## config.mk

```make
export PLATFORM = sky130hd
export DESIGN_NAME = feeder_sequencer
export DESIGN_NICKNAME = d
export VERILOG_FILES = /design/src/rtl/feeder_pkg.sv /design/src/rtl/feeder_tick_gen.sv /design/src/rtl/feeder_sequencer.sv
export SDC_FILE = /design/constraint.sdc
export NUM_CORES = 1
export LEC_CHECK = 0
export ABC_AREA = 1
export CAP_MARGIN = 20
export CORE_AREA = 2 2 78 80
export DETAILED_ROUTE_END_ITERATION = 12
export DIE_AREA = 0 0 80 82
export PLACE_DENSITY = 0.76
export SYNTH_ARGS = -nofsm -noshare
export SYNTH_HDL_FRONTEND = slang
export SYNTH_SLANG_ARGS = --single-unit
```

## constraint.sdc

```tcl
create_clock -name clock -period 2.1 [get_ports clock]
set_input_delay 0.315 -clock clock [delete_from_list [all_inputs] [get_ports clock]]
set_output_delay 0.315 -clock clock [all_outputs]
set_load 0.01 [all_outputs]
```

## src/rtl/feeder_pkg.sv

```systemverilog
// Shared opcodes, state encoding and open-time scaling for the feeder sequencer.
// Imported by feeder_tick_gen and feeder_sequencer.
package feeder_pkg;

    typedef enum logic [2:0] {
        ST_IDLE   = 3'd0,
        ST_DECODE = 3'd1,
        ST_OPEN   = 3'd2,
        ST_GAP    = 3'd3,
        ST_DONE   = 3'd4
    } state_t;

    localparam logic [3:0] OP_FEED     = 4'h1;
    localparam logic [3:0] OP_SET_OPEN = 4'h2;
    localparam logic [3:0] OP_ABORT    = 4'h3;

    localparam int OPEN_SCALE = 16;

    function automatic logic [7:0] scale_open(input logic [3:0] k);
        return 8'(32'(k) * OPEN_SCALE);
    endfunction

endpackage

```

## src/rtl/feeder_tick_gen.sv

```systemverilog
// Timer prescaler: one-cycle tick every TICK_DIV enabled cycles.
// A synchronous restart realigns the tick to the start of a new phase.
import feeder_pkg::*;

module feeder_tick_gen #(
    parameter int TICK_DIV = 50000
) (
    input  logic i_clock,
    input  logic i_reset,
    input  logic i_restart,
    input  logic i_en,
    output logic o_tick
);

    localparam int W = (TICK_DIV > 2) ? $clog2(TICK_DIV) : 1;
    localparam logic [W-1:0] LAST = W'(TICK_DIV - 1);

    logic [W-1:0] r_cnt;

    always_ff @(posedge i_clock or posedge i_reset) begin
        if (i_reset) begin
            r_cnt <= '0;
        end else if (i_restart) begin
            r_cnt <= '0;
        end else if (i_en) begin
            if (r_cnt == LAST) begin
                r_cnt <= '0;
            end else begin
                r_cnt <= r_cnt + 1'b1;
            end
        end
    end

    assign o_tick = i_en && (r_cnt == LAST);

endmodule

```

## src/rtl/feeder_sequencer.sv

```systemverilog
// Cat-feeder dispense sequencer: FEED / SET_OPEN / ABORT command FSM.
// Optional feature: define FEEDER_TOTAL_EN to enable the total_fed counter.
import feeder_pkg::*;

module feeder_sequencer #(
    parameter int TICK_DIV = 50000,
    parameter int OPEN_MS  = 200,
    parameter int GAP_MS   = 100
) (
    input  logic        clock,
    input  logic        reset,
    input  logic        cmd_valid,
    input  logic [7:0]  cmd_data,
    output logic        cmd_ready,
    output logic        servo_open,
    output logic        busy,
    output logic [3:0]  portions_left,
    output logic        done,
    output logic        err,
    output logic [15:0] total_fed
);

    localparam logic [7:0] OPEN_INIT = 8'(OPEN_MS);
    localparam logic [7:0] GAP_LEN   = 8'(GAP_MS);

    state_t      r_state;
    state_t      w_state_n;
    logic [3:0]  r_portions;
    logic [3:0]  w_portions_n;
    logic [7:0]  r_open_ms;
    logic [7:0]  w_open_ms_n;
    logic [7:0]  r_ticks;
    logic [7:0]  r_phase_len;
    logic        r_err;
    logic        w_err_n;
    logic        w_restart;
    logic        w_tick;
    logic        w_phase_en;
    logic        w_phase_end;
    logic        w_acc;
    logic        w_abort;
    logic [3:0]  w_op;
    logic [3:0]  w_arg;

    assign w_op    = cmd_data[7:4];
    assign w_arg   = cmd_data[3:0];
    assign w_acc   = cmd_valid && cmd_ready;
    assign w_abort = w_acc && (w_op == OP_ABORT);

    assign w_phase_en  = (r_state == ST_OPEN) || (r_state == ST_GAP);
    assign w_phase_end = w_tick && (r_ticks == r_phase_len - 8'd1);

    feeder_tick_gen #(
        .TICK_DIV (TICK_DIV)
    ) u_tick (
        .i_clock   (clock),
        .i_reset   (reset),
        .i_restart (w_restart),
        .i_en      (w_phase_en),
        .o_tick    (w_tick)
    );

    always_comb begin
        w_state_n    = r_state;
        w_portions_n = r_portions;
        w_open_ms_n  = r_open_ms;
        w_err_n      = 1'b0;
        w_restart    = 1'b0;
        unique case (r_state)
            ST_IDLE: begin
                if (w_acc) begin
                    if (w_op == OP_FEED && w_arg != 4'd0) begin
                        w_state_n    = ST_DECODE;
                        w_portions_n = w_arg;
                    end else if (w_op == OP_SET_OPEN && w_arg != 4'd0) begin
                        w_open_ms_n = scale_open(w_arg);
                    end else if (w_op != OP_ABORT) begin
                        w_err_n = 1'b1;
                    end
                end
            end
            ST_DECODE: begin
                w_state_n = ST_OPEN;
                w_restart = 1'b1;
            end
            ST_OPEN: begin
                if (w_abort) begin
                    w_state_n    = ST_IDLE;
                    w_portions_n = 4'd0;
                end else begin
                    w_err_n = w_acc;
                    if (w_phase_end) begin
                        w_portions_n = r_portions - 4'd1;
                        if (r_portions == 4'd1) begin
                            w_state_n = ST_DONE;
                        end else begin
                            w_state_n = ST_GAP;
                            w_restart = 1'b1;
                        end
                    end
                end
            end
            ST_GAP: begin
                if (w_abort) begin
                    w_state_n    = ST_IDLE;
                    w_portions_n = 4'd0;
                end else begin
                    w_err_n = w_acc;
                    if (w_phase_end) begin
                        w_state_n = ST_OPEN;
                        w_restart = 1'b1;
                    end
                end
            end
            ST_DONE: begin
                w_state_n    = ST_IDLE;
                w_portions_n = 4'd0;
                w_err_n      = w_acc && !w_abort;
            end
            default: begin
                w_state_n    = ST_IDLE;
                w_portions_n = 4'd0;
            end
        endcase
    end

    always_ff @(posedge clock or posedge reset) begin
        if (reset) begin
            r_state    <= ST_IDLE;
            r_portions <= 4'd0;
            r_open_ms  <= OPEN_INIT;
            r_err      <= 1'b0;
        end else begin
            r_state    <= w_state_n;
            r_portions <= w_portions_n;
            r_open_ms  <= w_open_ms_n;
            r_err      <= w_err_n;
        end
    end

    // open_ms is latched on every OPEN entry; GAP always uses the fixed length
    always_ff @(posedge clock or posedge reset) begin
        if (reset) begin
            r_ticks     <= 8'd0;
            r_phase_len <= 8'd0;
        end else if (w_restart) begin
            r_ticks     <= 8'd0;
            r_phase_len <= (w_state_n == ST_OPEN) ? r_open_ms : GAP_LEN;
        end else if (w_tick) begin
            r_ticks <= r_ticks + 8'd1;
        end
    end

`ifdef FEEDER_TOTAL_EN
    logic [15:0] r_total;
    logic        w_count;

    assign w_count = (r_state == ST_OPEN) && w_phase_end && !w_abort;

    always_ff @(posedge clock or posedge reset) begin
        if (reset) begin
            r_total <= 16'd0;
        end else if (w_count && r_total != 16'hFFFF) begin
            r_total <= r_total + 16'd1;
        end
    end

    assign total_fed = r_total;
`else
    assign total_fed = 16'd0;
`endif

    assign cmd_ready     = !reset && (r_state != ST_DECODE);
    assign servo_open    = (r_state == ST_OPEN);
    assign busy          = (r_state != ST_IDLE);
    assign portions_left = r_portions;
    assign done          = (r_state == ST_DONE) && !w_abort;
    assign err           = r_err;

endmodule

```

==> flow_metrics.py, run 1 <==
metrics = {
    "logic_synthesis": {
        "synthDistinctLibCells": 39,
        "ys_seq_elements": 43,
        "yosys.area_share.adder": 0.0226,
        "yosysTopAreaCell": "dfrtp_1",
        "synthFlopType": "dfrtp_1",
        "syn_inst": 368,
        "synth_top_family_by_area": "simple AND/OR/NAND/NOR gates",
        "yosysWarnings": 0,
        "synth_area_um2": 2760,
        "synth_top_area_frac": 0.362,
        "synth_compound_area_frac": 0.0965,
        "synth_area_leaders": "dfrtp_1, nand2_1, inv_1",
        "synthXorXnorAreaFrac": 0.0285,
        "syn_avg_cell_area_um2": 7.51,
        "synth_edf_count": 0,
        "yosys.area_share.simple": 0.315,
        "synth_mux_area_frac": 0.00362,
        "yosysSeqAreaShare": 0.391,
        "synth_async_sr_flop_share": 1.00,
    },
    "critical_path": {
        "critPathMaxStageDelay_ps": 400,
        "critical_path.top_delay_family": "simple AND/OR/NAND/NOR gates",
        "worst-setup-path-type": "primary input to primary output",
        "cp_cell_sequence": "clkdlybuf4s50_1 > or2_2 > nor2_2 > nand2_2 > nor2_4 > nor2_1 > dlygate4sd2_1",
        "critPathBufInv": 2,
        "cp_data_arrival_time_ps": 1710,
        "startpoint": "cmd_data[7]",
        "critPathLaunchType": "primary input",
        "cpMaxStageDelayCell": "clkdlybuf4s50_1",
        "required_ps": 1780,
        "path_max_fanout": 4,
        "worst_setup_path_end_kind": "primary output",
        "timing.rr.start": "r_phase_len[3]",
    },
    "floorplan": {
        "core_um2": 5750,
        "pin_count": 36,
        "num_rows": 28,
        "start_util": 0.481,
        "die_y_um": 82,
        "die_x_um": 80,
        "die_area_um2": 6560,
    },
    "sta": {
        "finalHoldViolCount": 0,
        "finClkSkew_ps": 4.83,
        "fin_crit_ps": 2030,
        "rsz0062_at_grt": "true",
        "slew_headroom": 0.637,
        "setup_viol": 0,
        "tns_ps": 0,
        "worst_slew_pin_slew_ps": 544,
        "period_share": 0.966,
        "max_freq_mhz": 493,
        "finalMaxSlewViolations": 0,
    },
    "clocking": {
        "clk_latency_ps": 300,
        "cts_tree": "built",
        "clock_sinks": 43,
        "cts_buffer_depth": 2,
        "clk_pin_slew_ps": 80,
        "cts_htree_levels": 2,
        "cts_buffers": 5,
        "root_buffer": "clkbuf_8",
        "holdBufCountCts": 0,
    },
    "final_layout": {
        "multiInputGateArea_um2": 1400,
        "fill_cells": 530,
        "fin_nets": 425,
        "drive_above_1_share": 0.149,
        "regArea_um2": 1080,
        "final_common_cell": "nand2_1",
        "synthToLayoutAreaGrowth_pct": 18.5,
        "final_util": 0.570,
        "diodes": 0,
        "layout_common_cells": "nand2_1, inv_1, dfrtp_1",
    },
    "place": {
        "dp_hpwl_um": 4260,
        "port_buffers": 19,
        "place.gp.congestion": 0.918,
    },
    "power": {
        "power.leakage_uw": 0.00158,
        "p_per_area_nw_per_um2": 907,
        "internal-power_uw": 1830,
        "pwr-share-comb": 0.439,
        "vdd_ir_drop_max_uv": 574,
        "p_seq_frac": 0.364,
        "swShare": 0.382,
        "finalPower_uw": 2970,
        "p_sw_uw": 1130,
        "clkPwrFrac": 0.197,
    },
    "global_route": {
        "grt_pass1_vias": 2284,
        "grt_max_degree": 44,
        "overflow": 0,
        "antenna_found_initial": 0,
        "grt_first_pass_wirelength_um": 9960,
        "grt_usage": 0.192,
    },
    "drt": {
        "drc_errors": 0,
        "wl_um": 5740,
        "first_iter_violations": 117,
        "avgRoutedWirePerCell_um": 11.8,
        "ant_nets": 0,
        "vias_per_cell": 4.97,
        "vias": 2412,
        "drt_first_pass_iters": 4,
    },
    "min_path": {
        "holdCritPathClass": "flop to flop",
        "min-delay-start": "r_open_ms[7]",
    },
    "outcome": {
        "outcome": "complete, no violations",
    },
    "run": {
        "max_cap_viol_count": 0,
    },
}
## metal layers
metal	global-route usage	wire, um	vias to the layer above
li1	-	-	1235
met1	0.247	2710	1129
met2	0.322	2800	40
met3	0.0385	150	8
met4	0.0678	79	0
met5	0	0	-
## metrics by stage
stage | instance area (um^2) | worst slack (ps) | cells | hold WS, ps
after floorplan | 2830 | -7.78 | 383 | 332
after global placement | 3110 | -120 | 474 | 469
after detailed placement | 3110 | -140 | 474 | 473
after CTS | 3210 | 4.78 | 482 | 491
after global routing | 3270 | -21.0 | 485 | 517
final | 3270 | 72.1 | 485 | 485
## synthesized netlist by cell type, types with 2 or more instances
| library cell | count |
|---|---|
| o21ai_1 | 4 |
| buf_4 | 16 |
| nor4_1 | 4 |
| o22ai_1 | 11 |
| nand4_1 | 12 |
| nand3b_1 | 2 |
| nand2_1 | 77 |
| xor2_1 | 8 |
| o21ai_0 | 18 |
| nand3_1 | 22 |
| a31oi_1 | 5 |
| nor3_1 | 6 |
| inv_1 | 61 |
| ha_1 | 5 |
| dfstp_2 | 3 |
| nor2_1 | 36 |
| a21oi_1 | 5 |
| nand3_2 | 4 |
| nor3b_2 | 2 |
| inv_2 | 5 |
| dfrtp_1 | 40 |
| nor2_4 | 4 |
| nor2_2 | 2 |
## final timing paths
| path | endpoint | slack (ps) | cells after the start |
|---|---|---|---|
| worst max-delay path | done | 70 | 7 |
| worst min-delay path | r_open_ms[7] | 490 | 2 |
| worst max register to register | r_phase_len[6] | 130 | 13 |
| worst min register to register | r_open_ms[7] | 490 | 2 |
| max in group asynchronous | r_open_ms[6] | 1010 | 4 |
| min in group asynchronous | portions_left[3] | 720 | 4 |
## area by class of cell
cell class	count	area share
multi-input cells	254	0.427
flip-flops and latches	43	0.330
repair buffers	38	0.106
inverters	67	0.0780
clock buffers	8	0.0306
well taps	75	0.0287
## power groups by stage
stage | Combinational (uW) | Clock (uW) | Sequential, uW
final | 1300 | 585 | 1080
after floorplan | 823 | 0 | 1100
after global placement | 1210 | 0 | 1090
after CTS | 1250 | 606 | 1080
after global routing | 1490 | 633 | 1100
after detailed placement | 1240 | 0 | 1090
## repair_timing
action,in CTS,in global routing
cloned,0,0
gates resized for setup,1,13
endpoints found under the setup margin,1,31
setup buffers,0,3
## registers in the layout, summed over array words and instances, names as in the netlist
register	count
err	1
r_open_ms	5
r_state	3
r_ticks	8
r_phase_len	6
u_tick.r_cnt	16
portions_left	4
## logic make-up (layout without fill, tap and decap cells)
group                    Yosys count  after routing
other                              1             16
adder cells (fa/ha/maj)            5              5
XOR/XNOR                           9              9
AND/OR/NAND/NOR                  177            177
buffers and inverters             86            113
flip-flops                        43             43
multiplexers                       1              1
AO/OA/AOI/OAI                     46             46
## worst reg2reg max path: cells and delay by family (launching register included)
kind	cells	cell delay, ps
and+or+nand+nor	8	820
DFF	1	380
buffers and inverters	3	270
adders and majority gates	1	240
AOI/OAI and AO/OA	1	160
No activity file was read; power rests on OpenSTA's default activity.
==> inputs of run 2 (changes only) <==
- MAX_ROUTING_LAYER: default -> met4
==> flow_metrics.py, run 2 (synthesized netlist as in run 1, its figures left out) <==
metrics = {
    "floorplan": {
        "die_x_um": 80,
        "die_area_um2": 6560,
        "pin_count": 36,
        "die_y_um": 82,
        "start_util": 0.481,
        "core_um2": 5750,
        "num_rows": 28,
    },
    "final_layout": {
        "top_register": "u_tick.r_cnt",
        "layout_common_cells": "nand2_1, inv_1, dfrtp_1",
        "fill_cells": 530,
        "synthToLayoutAreaGrowth_pct": 18.5,
        "final_common_cell": "nand2_1",
        "fin_nets": 425,
        "reg_top3": "u_tick.r_cnt x16, r_ticks x8, r_phase_len x6",
        "largest_reg_flops": 16,
        "diodes": 0,
        "drive_above_1_share": 0.149,
    },
    "sta": {
        "max_freq_mhz": 494,
        "rsz0062_at_grt": "true",
        "worst_slew_pin_slew_ps": 544,
        "finalHoldViolCount": 0,
        "setup_viol": 0,
        "finClkSkew_ps": 4.83,
        "finalMaxSlewViolations": 0,
        "setup_ws_ps": 74.8,
        "fin_crit_ps": 2030,
        "period_share": 0.964,
        "hold_slack_ps": 486,
        "slew_headroom": 0.637,
    },
    "clocking": {
        "cts_buffer_depth": 2,
        "root_buffer": "clkbuf_8",
        "holdBufCountCts": 0,
        "cts_tree": "built",
        "cts_buffers": 5,
        "clock_sinks": 43,
        "clk_latency_ps": 300,
        "clk_pin_slew_ps": 80,
        "cts_htree_levels": 2,
    },
    "global_route": {
        "grt_first_pass_wirelength_um": 9960,
        "antenna_found_initial": 0,
        "overflow": 0,
        "grt_max_degree": 44,
        "grt_pass1_vias": 2281,
        "grt_usage": 0.197,
    },
    "drt": {
        "vias": 2417,
        "drc_errors": 0,
        "drt_first_pass_iters": 4,
        "vias_per_cell": 4.98,
        "avgRoutedWirePerCell_um": 11.8,
        "first_iter_violations": 104,
        "wl_um": 5740,
        "ant_nets": 0,
    },
    "power": {
        "vdd_ir_drop_max_uv": 575,
        "p_per_area_nw_per_um2": 907,
        "power.leakage_uw": 0.00158,
    },
    "place": {
        "place.gp.congestion": 0.934,
        "port_buffers": 19,
        "post-place-ws_ps": -140,
        "dp_hpwl_um": 4260,
    },
    "min_path": {
        "holdCritPathClass": "flop to flop",
    },
    "critical_path": {
        "required_ps": 1780,
        "worst-setup-path-type": "primary input to primary output",
        "path_max_fanout": 4,
        "worst_setup_path_end_kind": "primary output",
        "regToRegSetupSlack_ps": 130,
        "cp_data_arrival_time_ps": 1710,
        "critPathLaunchType": "primary input",
    },
    "run": {
        "max_cap_viol_count": 0,
    },
    "outcome": {
        "outcome": "complete, no violations",
    },
}
-- run 2: cell counts in the layout (fill, tap and decap cells not counted) --
Identical to the previous run, type by type.
-- run 2: timing repair --
item                                    CTS  global route
resized for setup                         1            13
endpoints found under the setup margin    1            31
buffers inserted                          0             3
-- run 2: layer usage --
metal | track usage | vias to the layer above | part of all wire
met4 | 0.0678 | 0 | 0.014
li1 | - | 1235 | -
met3 | 0.0385 | 8 | 0.026
met1 | 0.247 | 1134 | 0.47
met5 | - | - | 0
met2 | 0.322 | 40 | 0.49
-- run 2: cell type report --
class                      count  area [um^2]  area share
multi-input combinational    254         1400       0.427
inverter                      67          255      0.0780
timing repair buffer          38          347       0.106
sequential                    43         1080       0.330
tap                           75         93.8      0.0287
clock buffer                   8          100      0.0306
-- run 2: power breakdown --
| group | switching [uW] | leakage, uW | internal (uW) |
|---|---|---|---|
| Sequential | 114 | 0.000567 | 968 |
| Combinational | 736 | 0.000964 | 566 |
| Clock | 286 | 0.0000515 | 300 |
| Total | 1140 | 0.00158 | 1830 |
-- run 2: stage by stage --
step | cell area (um^2) | setup TNS, ps | instances | utilization | power, uW
final | 3270 | 0 | 485 | 0.570 | 2970
after global routing | 3270 | -25.2 | 485 | 0.570 | 3220
after CTS | 3210 | 0 | 482 | 0.558 | 2930
after detailed placement | 3110 | -742 | 474 | 0.541 | 2340
after global placement | 3110 | -440 | 474 | 0.541 | 2300
after floorplan | 2830 | -23.3 | 383 | - | 1920
-- run 2: path summary, 6_finish.rpt --
kind | from | to | depth (start not counted)
setup reg to reg | r_phase_len[3] | r_phase_len[6] | 13
hold reg to reg | r_open_ms[7] | r_open_ms[7] | 2
max in group asynchronous | reset | r_open_ms[6] | 4
hold / removal | r_open_ms[7] | r_open_ms[7] | 2
setup / recovery | cmd_data[7] | done | 7
min in group asynchronous | reset | portions_left[3] | 4
-- run 2: critical path, cell delays in order --
cell and delay (ps):
clkdlybuf4s50_1 400, or2_2 320, nor2_2 130, nand2_2 90, nor2_4 110, nor2_1 60, dlygate4sd2_1 280
